$ cat config.mk
export PLATFORM = sky130hd
export DESIGN_NAME = fetch_stage
export DESIGN_NICKNAME = d
export VERILOG_FILES = /design/src/rtl/fetch_pkg.sv /design/src/rtl/fetch_fifo.sv /design/src/rtl/fetch_stage.sv
export SDC_FILE = /design/constraint.sdc
export NUM_CORES = 1
export LEC_CHECK = 0
export BUFFER_PORTS_ARGS = -buffer_cell sky130_fd_sc_hd__clkbuf_2
export CORE_MARGIN = 2
export CORE_UTILIZATION = 50
export CTS_CLUSTER_SIZE = 16
export DETAILED_ROUTE_END_ITERATION = 12
export GPL_TIMING_DRIVEN = 0
export PLACE_DENSITY = 0.83
export REMOVE_ABC_BUFFERS = 1
export SLEW_MARGIN = 15
export SYNTH_ARGS = -nofsm -noshare
export SYNTH_HDL_FRONTEND = slang
export SYNTH_SLANG_ARGS = --single-unit
$ cat constraint.sdc
create_clock -name clk -period 3.65 [get_ports clk]
set_clock_uncertainty 0.15 [all_clocks]
set_input_delay 0.1825 -clock clk [delete_from_list [all_inputs] [get_ports clk]]
set_output_delay 0.1825 -clock clk [all_outputs]
set_load 0.02 [all_outputs]
$ cat src/rtl/fetch_pkg.sv
// fetch_pkg: shared types and widths for the TinyChip instruction fetch front end.
//   PC_W          program counter / instruction address width
//   INSTR_W       instruction width
//   fetch_state_t fetch FSM states
//   fetch_entry_t one prefetch FIFO entry: instruction plus the address it came from
package fetch_pkg;

    localparam int PC_W    = 8;
    localparam int INSTR_W = 9;

    typedef enum logic {
        RUN    = 1'b0,
        HALTED = 1'b1
    } fetch_state_t;

    typedef struct packed {
        logic [PC_W-1:0]    pc;
        logic [INSTR_W-1:0] instr;
    } fetch_entry_t;

endpackage

$ cat src/rtl/fetch_fifo.sv
// fetch_fifo: small prefetch FIFO holding fetched instructions with their addresses.
// Ports:
//   clk, reset  clock and synchronous active-high reset
//   push, wdata enqueue wdata (caller guarantees room, or a pop in the same cycle)
//   pop         dequeue the head (ignored when empty)
//   flush       discard every entry; wins over push and over pop's pointer update
//   head        oldest entry (contents undefined when empty)
//   count       number of valid entries
//   empty, full occupancy flags
// DEPTH must be a power of two so the pointers wrap naturally.
module fetch_fifo
    import fetch_pkg::*;
#(
    parameter  int DEPTH = 2,
    localparam int AW    = $clog2(DEPTH),
    localparam int CW    = AW + 1
) (
    input  logic          clk,
    input  logic          reset,
    input  logic          push,
    input  fetch_entry_t  wdata,
    input  logic          pop,
    input  logic          flush,
    output fetch_entry_t  head,
    output logic [CW-1:0] count,
    output logic          empty,
    output logic          full
);

    fetch_entry_t  mem_q [DEPTH];
    logic [AW-1:0] wr_ptr_q;
    logic [AW-1:0] rd_ptr_q;
    logic [CW-1:0] count_q;
    logic          do_pop;

    assign do_pop = pop && !empty;

    // NOTE: sequential state is written with non-blocking assignments only, so every
    // register samples pre-edge values regardless of block evaluation order.
    always_ff @(posedge clk) begin
        if (reset || flush) begin
            wr_ptr_q <= '0;
            rd_ptr_q <= '0;
            count_q  <= '0;
        end else begin
            if (push) begin
                wr_ptr_q <= wr_ptr_q + AW'(1);
            end
            if (do_pop) begin
                rd_ptr_q <= rd_ptr_q + AW'(1);
            end
            unique case ({push, do_pop})
                2'b10:   count_q <= count_q + CW'(1);
                2'b01:   count_q <= count_q - CW'(1);
                default: count_q <= count_q;
            endcase
        end
    end

    // NOTE: the storage array has no reset; validity is carried entirely by count_q,
    // so clearing the data would only cost reset routing.
    always_ff @(posedge clk) begin
        if (push && !flush && !reset) begin
            mem_q[wr_ptr_q] <= wdata;
        end
    end

    assign head  = mem_q[rd_ptr_q];
    assign count = count_q;
    assign empty = (count_q == '0);
    assign full  = (count_q == CW'(DEPTH));

endmodule

$ cat src/rtl/fetch_stage.sv
// fetch_stage: instruction fetch front end for the 9-bit TinyChip core.
// Owns the PC, issues reads to a one-cycle-latency synchronous instruction memory,
// buffers returns in fetch_fifo and hands them to the controller on valid/ready.
// Ports:
//   clk, reset                 clock and synchronous active-high reset
//   imem_rd_en, imem_addr      read request and address (this cycle)
//   imem_rdata                 read data, valid the cycle after the request
//   instr_valid/data/pc        FIFO head towards the controller
//   instr_ready                controller consumes the head this cycle
//   redirect_valid/target      control-flow change from the controller
//   halt                       stop fetching (level); HALTED is left only by reset
//   done                       halted, FIFO drained and no read outstanding
// PC_W and INSTR_W come from fetch_pkg; DEPTH is the FIFO size (power of two, >= 2).
module fetch_stage
    import fetch_pkg::*;
#(
    parameter int DEPTH = 2
) (
    input  logic               clk,
    input  logic               reset,
    output logic               imem_rd_en,
    output logic [PC_W-1:0]    imem_addr,
    input  logic [INSTR_W-1:0] imem_rdata,
    output logic               instr_valid,
    output logic [INSTR_W-1:0] instr_data,
    output logic [PC_W-1:0]    instr_pc,
    input  logic               instr_ready,
    input  logic               redirect_valid,
    input  logic [PC_W-1:0]    redirect_target,
    input  logic               halt,
    output logic               done
);

    localparam int CW    = $clog2(DEPTH) + 1;
    localparam int OCC_W = CW + 1;

    fetch_state_t    state_q;
    logic [PC_W-1:0] pc_q,    pc_d;
    logic [PC_W-1:0] rd_pc_q, rd_pc_d;   // address of the read in flight
    logic            epoch_q, epoch_d;
    logic            inflight_q, inflight_d;
    logic            tag_q,   tag_d;     // epoch the in-flight read was issued in

    logic             issue;
    logic             credit_ok;
    logic             ret_accept;
    logic [OCC_W-1:0] occupancy;

    fetch_entry_t  fifo_wdata;
    fetch_entry_t  fifo_head;
    logic          fifo_push;
    logic          fifo_pop;
    logic          fifo_flush;
    logic [CW-1:0] fifo_count;
    logic          fifo_empty;
    logic          fifo_full;

    // ---------------------------------------------------------------- FIFO
    fetch_fifo #(
        .DEPTH (DEPTH)
    ) u_fifo (
        .clk   (clk),
        .reset (reset),
        .push  (fifo_push),
        .wdata (fifo_wdata),
        .pop   (fifo_pop),
        .flush (fifo_flush),
        .head  (fifo_head),
        .count (fifo_count),
        .empty (fifo_empty),
        .full  (fifo_full)
    );

    assign instr_valid = !reset && !fifo_empty;
    assign instr_data  = instr_valid ? fifo_head.instr : '0;
    assign instr_pc    = instr_valid ? fifo_head.pc    : '0;
    assign fifo_pop    = instr_valid && instr_ready;

    // A redirect flushes the FIFO after this cycle's pop; the FIFO gives flush priority,
    // which also drops a read returning in the redirect cycle.
    assign fifo_flush  = redirect_valid;

    // Returns tagged with a stale epoch belong to a squashed fetch stream.
    assign ret_accept  = inflight_q && (tag_q == epoch_q);
    // The credit rule keeps ret_accept off a full, non-popping FIFO; the guard only
    // stops a stray push from overwriting the head.
    assign fifo_push   = ret_accept && (!fifo_full || fifo_pop);
    assign fifo_wdata  = '{pc: rd_pc_q, instr: imem_rdata};

    // ---------------------------------------------------------------- issue / credit
    // Buffered entries plus the outstanding read, minus the entry leaving this cycle,
    // must leave room for one more return.
    assign occupancy = OCC_W'(fifo_count) + OCC_W'(inflight_q) - OCC_W'(fifo_pop);
    assign credit_ok = (occupancy < OCC_W'(DEPTH));

    assign issue = !reset && (state_q == RUN) && !redirect_valid && !halt && credit_ok;

    assign imem_rd_en = issue;
    assign imem_addr  = pc_q;

    assign done = !reset && (state_q == HALTED) && fifo_empty && !inflight_q;

    // ---------------------------------------------------------------- next state
    // NOTE: every always_comb output gets a default first, so no path leaves a value
    // unassigned and no latch is inferred.
    always_comb begin
        pc_d       = pc_q;
        rd_pc_d    = rd_pc_q;
        epoch_d    = epoch_q;
        tag_d      = tag_q;
        inflight_d = issue;
        if (issue) begin
            pc_d    = pc_q + PC_W'(1);
            rd_pc_d = pc_q;
            tag_d   = epoch_q;
        end
        if (redirect_valid) begin
            pc_d    = redirect_target;
            epoch_d = ~epoch_q;
        end
    end

    always_ff @(posedge clk) begin
        if (reset) begin
            state_q    <= RUN;
            pc_q       <= '0;
            rd_pc_q    <= '0;
            epoch_q    <= 1'b0;
            tag_q      <= 1'b0;
            inflight_q <= 1'b0;
        end else begin
            pc_q       <= pc_d;
            rd_pc_q    <= rd_pc_d;
            epoch_q    <= epoch_d;
            tag_q      <= tag_d;
            inflight_q <= inflight_d;
            if ((state_q == RUN) && halt) begin
                state_q <= HALTED;
            end
        end
    end

endmodule
# [Word level (Yosys, flattened, before mapping)]
# Memories as Yosys holds them, arrays and structs flattened. A register that Yosys moved wholly into a read port is not among the register bits.
# Index checks and enable logic that the tools add are counted.
[classes] addsub=7 order_cmp=1 n_eq_ne=4 mux=9 n_bitwise=2 reduce_logical=26
[ops] operator="$mux 8" n=3
[ops] operator="$logic_and 1x1->1" n=15
[ops] operator="$mux 9" n=1
[ops] operator="$add 8x1->8 const B" n=1
[ops] operator="$logic_not 1->1" n=6
[ops] operator="$eq 2x2->1 const B" n=2
[ops] operator="$mux 1" n=4
[ops] operator="$pmux 2 s2" n=1
[ops] operator="$reduce_bool 2->1" n=2
[ops] operator="$add 2x1->3" n=1
[ops] operator="$lt 3x2->1 const B" n=1
[ops] operator="$sub 3x1->3" n=1
[ops] operator="$add 1x1->1 const B" n=2
[ops] operator="$add 2x1->2 const B" n=1
[ops] operator="$eq 2x1->1 const B" n=1
[ops] operator="$logic_not 2->1" n=1
[ops] operator="$logic_or 1x1->1" n=2
[ops] operator="$not 1->1" n=2
[ops] operator="$sub 2x1->2 const B" n=1
[ops] operator="$eq 1x1->1" n=1
[word_totals] reg_bits=24 ram_bits=34 in_bits=22 output_inout_bits=28 wordCells=59 mem_count=1
[memory_table] name="u_fifo.mem_q" words=2 word_bits=17 read_ports=1 rd_ports_with_merged_regs=1 write_ports=1 line_no="fetch_fifo.sv:30" text="fetch_entry_t mem_q [DEPTH];"

# [Longest topological paths before layout]
[depth] ltp_word=10 ltp_mapped=13

# [By module]
# From an unflattened synthesis, not the netlist that was laid out.
[hier_totals] cells_unflattened=222 hier_area_um2=2653.8
[by_module_without_submodules] module="fetch_fifo" n_inst=1 cells_per_inst=77 area_each_um2=1448.9 seq_area_each_um2=1121.1
[by_module_without_submodules] module="fetch_stage" n_inst=1 cells_per_inst=145 area_each_um2=1204.9 seq_area_each_um2=400.4

# [Least setup slack after synthesis]
# Ideal clock, no wire load.
[synth_path] kind="reg2reg" from="register u_fifo.count_q[0], in the netlist u_fifo.count[0]" to="register pc_q[4], in the netlist imem_addr[4]" arrival_ps=3028 t_required_ps=3409 setup_slack_ps=381 stages_incl_launch_ff=13 path_buffers=1 period_less_slack_ps=3269 cell_sequence="dfxtp_1 > clkbuf_1 > o21ai_1 > inv_1 > and2_1 > ha_1 > nand2b_1 > fa_1 > xnor2_1 > nand3_2 > inv_2 > mux2_2 > a311oi_1"
[synth_via] elab_chain_len=8 word_cells_on_any_way=9
[synth_lines] element="start, declared" line_no="fetch_fifo.sv:33" text="logic [CW-1:0] count_q;"
[synth_lines] element="start signal, assigned" line_no="fetch_fifo.sv:53" text="2'b10: count_q <= count_q + CW'(1);"
[synth_lines] element="start signal, assigned" line_no="fetch_fifo.sv:54" text="2'b01: count_q <= count_q - CW'(1);"
[synth_lines] element="start signal, assigned" line_no="fetch_fifo.sv:55" text="default: count_q <= count_q;"
[synth_lines] element="$logic_not 2->1" line_no="fetch_fifo.sv:70" text="assign empty = (count_q == '0);"
[synth_lines] element="$logic_not 1->1" line_no="fetch_stage.sv:74" text="assign instr_valid = !reset && !fifo_empty;"
[synth_lines] element="$logic_and 1x1->1" line_no="fetch_stage.sv:74"
[synth_lines] element="via instr_valid" line_no="fetch_stage.sv:24" text="output logic instr_valid,"
[synth_lines] element="$logic_and 1x1->1" line_no="fetch_stage.sv:77" text="assign fifo_pop = instr_valid && instr_ready;"
[synth_lines] element="$sub 3x1->3" line_no="fetch_stage.sv:93" text="assign occupancy = OCC_W'(fifo_count) + OCC_W'(inflight_q) - OCC_W'(fifo_pop);"
[synth_lines] element="$lt 3x2->1" line_no="fetch_stage.sv:94" text="assign credit_ok = (occupancy < OCC_W'(DEPTH));"
[synth_lines] element="$logic_and 1x1->1" line_no="fetch_stage.sv:96" text="assign issue = !reset && (state_q == RUN) && !redirect_valid && !halt && credit_ok;"
[synth_lines] element="$reduce_bool 2->1 (no source line)"
[synth_lines] element="end signal, assigned" line_no="fetch_stage.sv:132" text="pc_q <= pc_d;"
[synth_lines] element="end, declared" line_no="fetch_stage.sv:38" text="logic [PC_W-1:0] pc_q, pc_d;"
# The timed path passes the listed nets, and every way through them passes these cells.
# A chain may end at the register's enable or synchronous reset.

# [Worst setup path after layout]
[layout_path] from="register u_fifo.count_q[0], in the netlist u_fifo.count[0]" to="output port imem_rd_en"
[layout_via] elab_chain_len=7 word_cells_on_any_way=8
[layout_lines] element="$logic_not 2->1" line_no="fetch_fifo.sv:70"
[layout_lines] element="$logic_not 1->1" line_no="fetch_stage.sv:74"
[layout_lines] element="$logic_and 1x1->1" line_no="fetch_stage.sv:74"
[layout_lines] element="$logic_and 1x1->1" line_no="fetch_stage.sv:77"
[layout_lines] element="$sub 3x1->3 *" line_no="fetch_stage.sv:93"
[layout_lines] element="$lt 3x2->1 *" line_no="fetch_stage.sv:94"
[layout_lines] element="$logic_and 1x1->1 *" line_no="fetch_stage.sv:96"
[layout_lines] element="end, declared" line_no="fetch_stage.sv:21" text="output logic imem_rd_en,"
# Every way passes the cells marked *; elsewhere a longest branch is shown, timed or not.

==> flow_metrics.py <==
metrics = {
    "floorplan": {
        "fp.dieW_um": 74.1,
        "floorplan.initialDensity_pct": 51.9,
        "die_area_um2": 5480,
        "dieHeight_um": 74.1,
        "floorplan.core_area_um2": 4720,
        "number_of_ports_placed_on_the_die_boundary": 50,
        "num_rows": 25,
    },
    "synthesis": {
        "mean_syn_cell_area_um2": 11.5,
        "top_area_cells_in_the_synthesized_netlist": "sky130_fd_sc_hd__edfxtp_1 42%, sky130_fd_sc_hd__dfxtp_1 20%, sky130_fd_sc_hd__mux2i_1 6.9%",
        "synthDominantAreaCellType": "sky130_fd_sc_hd__edfxtp_1",
        "synth_enable_flop_cells": 34,
        "ys_warn_count": 0,
        "synth_cell_types": 40,
        "total_standard_cell_area_after_synthesis_um2": 2450,
        "async_flop_share_pct": 0,
        "sequential_area_share_after_synthesis_pct": 62.0,
        "synth.top_cell.area_share_pct": 41.6,
        "synth.ff_latch_count": 59,
        "syn_inst": 214,
        "commonest_register_cell_after_synthesis": "sky130_fd_sc_hd__edfxtp_1",
    },
    "drt": {
        "first_pass_iters": 4,
        "route.detailed.wl_per_inst_um": 14.2,
        "drc": 0,
        "number_of_routed_nets_with_antenna_violations": 0,
        "totalWireLength_um": 5070,
        "drt_iter0_drc": 126,
        "route.vias.total": 1821,
        "route.detailed.vias_per_inst": 5.12,
    },
    "pwr": {
        "power-per-cell-area_nw_per_um2": 415,
        "pwr_total_mw": 1.29,
        "max-vdd-ir-drop_v": 0.000221,
        "power_leakage_nw": 1.15,
    },
    "global_routing": {
        "grt_max_degree": 22,
        "grt_antenna_before_repair": 0,
        "grt_use_total_pct": 19.8,
        "grt.overflow.total": 0,
        "via_count_of_the_first_global_routing_pass": 1813,
        "grt_first_pass_wirelength_um": 7940,
    },
    "clocking": {
        "clockBufferDepth": 2,
        "cts_tree": "done",
        "clkSinkCount": 59,
        "clock_tree.root_cell": "sky130_fd_sc_hd__clkbuf_8",
        "worst_setup_hold_path_clk_slew_ns": 0.06,
        "cts-buffers-inserted": 9,
        "clock_insertion_delay_worst_skew_ns": 0.33,
        "ctsHtreeMaxLevel": 3,
    },
    "timing": {
        "period_share_pct": 93.9,
        "period_minus_slack_ns": 3.43,
        "finalSetupViolations": 0,
        "grt_setup_unrepaired": "no",
        "slew-limit-headroom_pct": 36.5,
        "maxSlewViolCount": 0,
        "max_clock_freq_mhz": 292,
        "post-route-worst-setup-slack_ns": 0.223,
        "final-hold-violation-count": 0,
        "worstMarginPinSlew_ns": 0.952,
    },
    "setup_path": {
        "setup.worst_path.start_class": "register",
        "worstRegToRegCells": 11,
        "crit_path_max_fanout": 17,
        "worstSetupPathType": "reg2out",
        "crit_path_end_kind": "output pin",
        "cp.arrival_ns": 3.09,
        "required_ns": 3.32,
    },
    "place": {
        "place_ws_ns": -0.409,
        "gp_congestion": 0.786,
        "io_buffer_count": 49,
        "dp_hpwl_um": 3100,
    },
    "layout": {
        "layout.cells.most_common_list": "49 x sky130_fd_sc_hd__clkbuf_2, 34 x sky130_fd_sc_hd__edfxtp_1, 27 x sky130_fd_sc_hd__nand2_1, 25 x sky130_fd_sc_hd__nor2_1, 25 x sky130_fd_sc_hd__dfxtp_1",
        "layout.nets": 310,
        "most_common_cell_after_layout_fill_and_taps_aside": "sky130_fd_sc_hd__clkbuf_2",
        "num_antenna_cells": 0,
        "area_delta_synth_final_pct": 26.8,
        "drive_gt1_share_pct": 24.9,
    },
    "status": {
        "outcome": "finished, final reports clean",
    },
    "run": {
        "max_cap_violations": 0,
    },
    "min_path": {
        "hold_depth": 3,
        "type_of_the_most_critical_hold_path": "in2reg",
    },
}
-- synth_stat cells (all sizes together), types with 3 or more instances --
master,number
a21oi,13
a31oi,5
clkbuf,7
dfxtp,25
edfxtp,34
ha,3
inv,10
mux2i,17
nand2,27
nand3,5
nor2,25
o21ai,4
xnor2,6
-- stage by stage --
step	setup TNS, ns	cell area, µm²	utilization [%]	std cells	hold WS (ns)
2_1_floorplan	-0.365	2420	-	205	0.102
3_3_place_gp	-6.72	2750	58.1	321	0.222
3_5_place_dp	-1.11	2780	58.9	323	0.225
4_1_cts	0	3110	65.9	356	0.000619
5_1_grt	0	3110	65.9	356	0.00803
6_report	0	3110	65.9	356	0.0138
-- timing repair --
action	CTS	global route
resized for setup	1	0
setup buffers	1	0
setup endpoints to repair	7	0
endpoints found under the hold margin	25	0
hold buffers	16	0
-- per-layer routing --
metal  routed length [µm]  track usage [%]  vias to the layer above
li1                     -                -                      900
met1                 2010             20.3                      851
met2                 2640             35.9                       62
met3                  323             7.05                        8
met4                   92             9.29                        0
met5                    0                0                        -
-- cell families after synthesis --
logic type,count (synthesis),synth area share [%]
AO/OA/AOI/OAI,31,7.70
XOR/XNOR,7,2.50
adder cells (fa/ha/maj),4,2.35
buffers and inverters,20,3.16
flip-flops,59,62.0
multiplexers,19,7.85
AND/OR/NAND/NOR,74,14.4
-- critical path, cell delays in order (launching register included) --
cell and delay [ns]:
sky130_fd_sc_hd__dfxtp_1 0.39, sky130_fd_sc_hd__o21ai_4 0.18, sky130_fd_sc_hd__inv_1 0.08, sky130_fd_sc_hd__and2_1 0.16, sky130_fd_sc_hd__ha_1 0.26, sky130_fd_sc_hd__nand2b_1 0.16
sky130_fd_sc_hd__fa_1 0.38, sky130_fd_sc_hd__xnor2_1 0.23, sky130_fd_sc_hd__nand3_2 0.32, sky130_fd_sc_hd__inv_2 0.36, sky130_fd_sc_hd__clkbuf_2 0.23
-- final timing paths --
check,start,end,slack (ns)
worst max-delay path,u_fifo.count[0],imem_rd_en,0.22
worst min-delay path,redirect_target[3],imem_addr[3],0.01
worst max register to register,u_fifo.count[0],imem_addr[4],0.26
worst min register to register,rd_pc_q[4],u_fifo.mem_q[0][13],0.31
-- flip-flops by register name, summed over array words and instances, names as in the netlist, named ones only --
signal,cells
u_fifo.rd_ptr_q,1
u_fifo.count,2
u_fifo.mem_q,34
imem_addr,8
u_fifo.wr_ptr_q,1
rd_pc_q,8
tag_q,1
epoch_q,1
state_q,1
inflight_q,1
-- area by class of cell --
| type | count | area (µm²) |
|---|---|---|
| clock inverter | 4 | 17.5 |
| fill | 364 | 1610 |
| inverter | 11 | 41.3 |
| sequential | 59 | 1520 |
| clock buffer | 12 | 135 |
| multi-input combinational | 135 | 876 |
| timing repair buffer | 68 | 435 |
| tap | 67 | 83.8 |
-- power by group --
| group | leakage, nW | total [mW] | switching [mW] | internal [mW] |
|---|---|---|---|---|
| registers | 0.521 | 0.729 | 0.0161 | 0.712 |
| clock network | 0.0792 | 0.472 | 0.232 | 0.239 |
| logic | 0.548 | 0.0910 | 0.0491 | 0.0419 |
No activity file was read; power rests on OpenSTA's default activity.
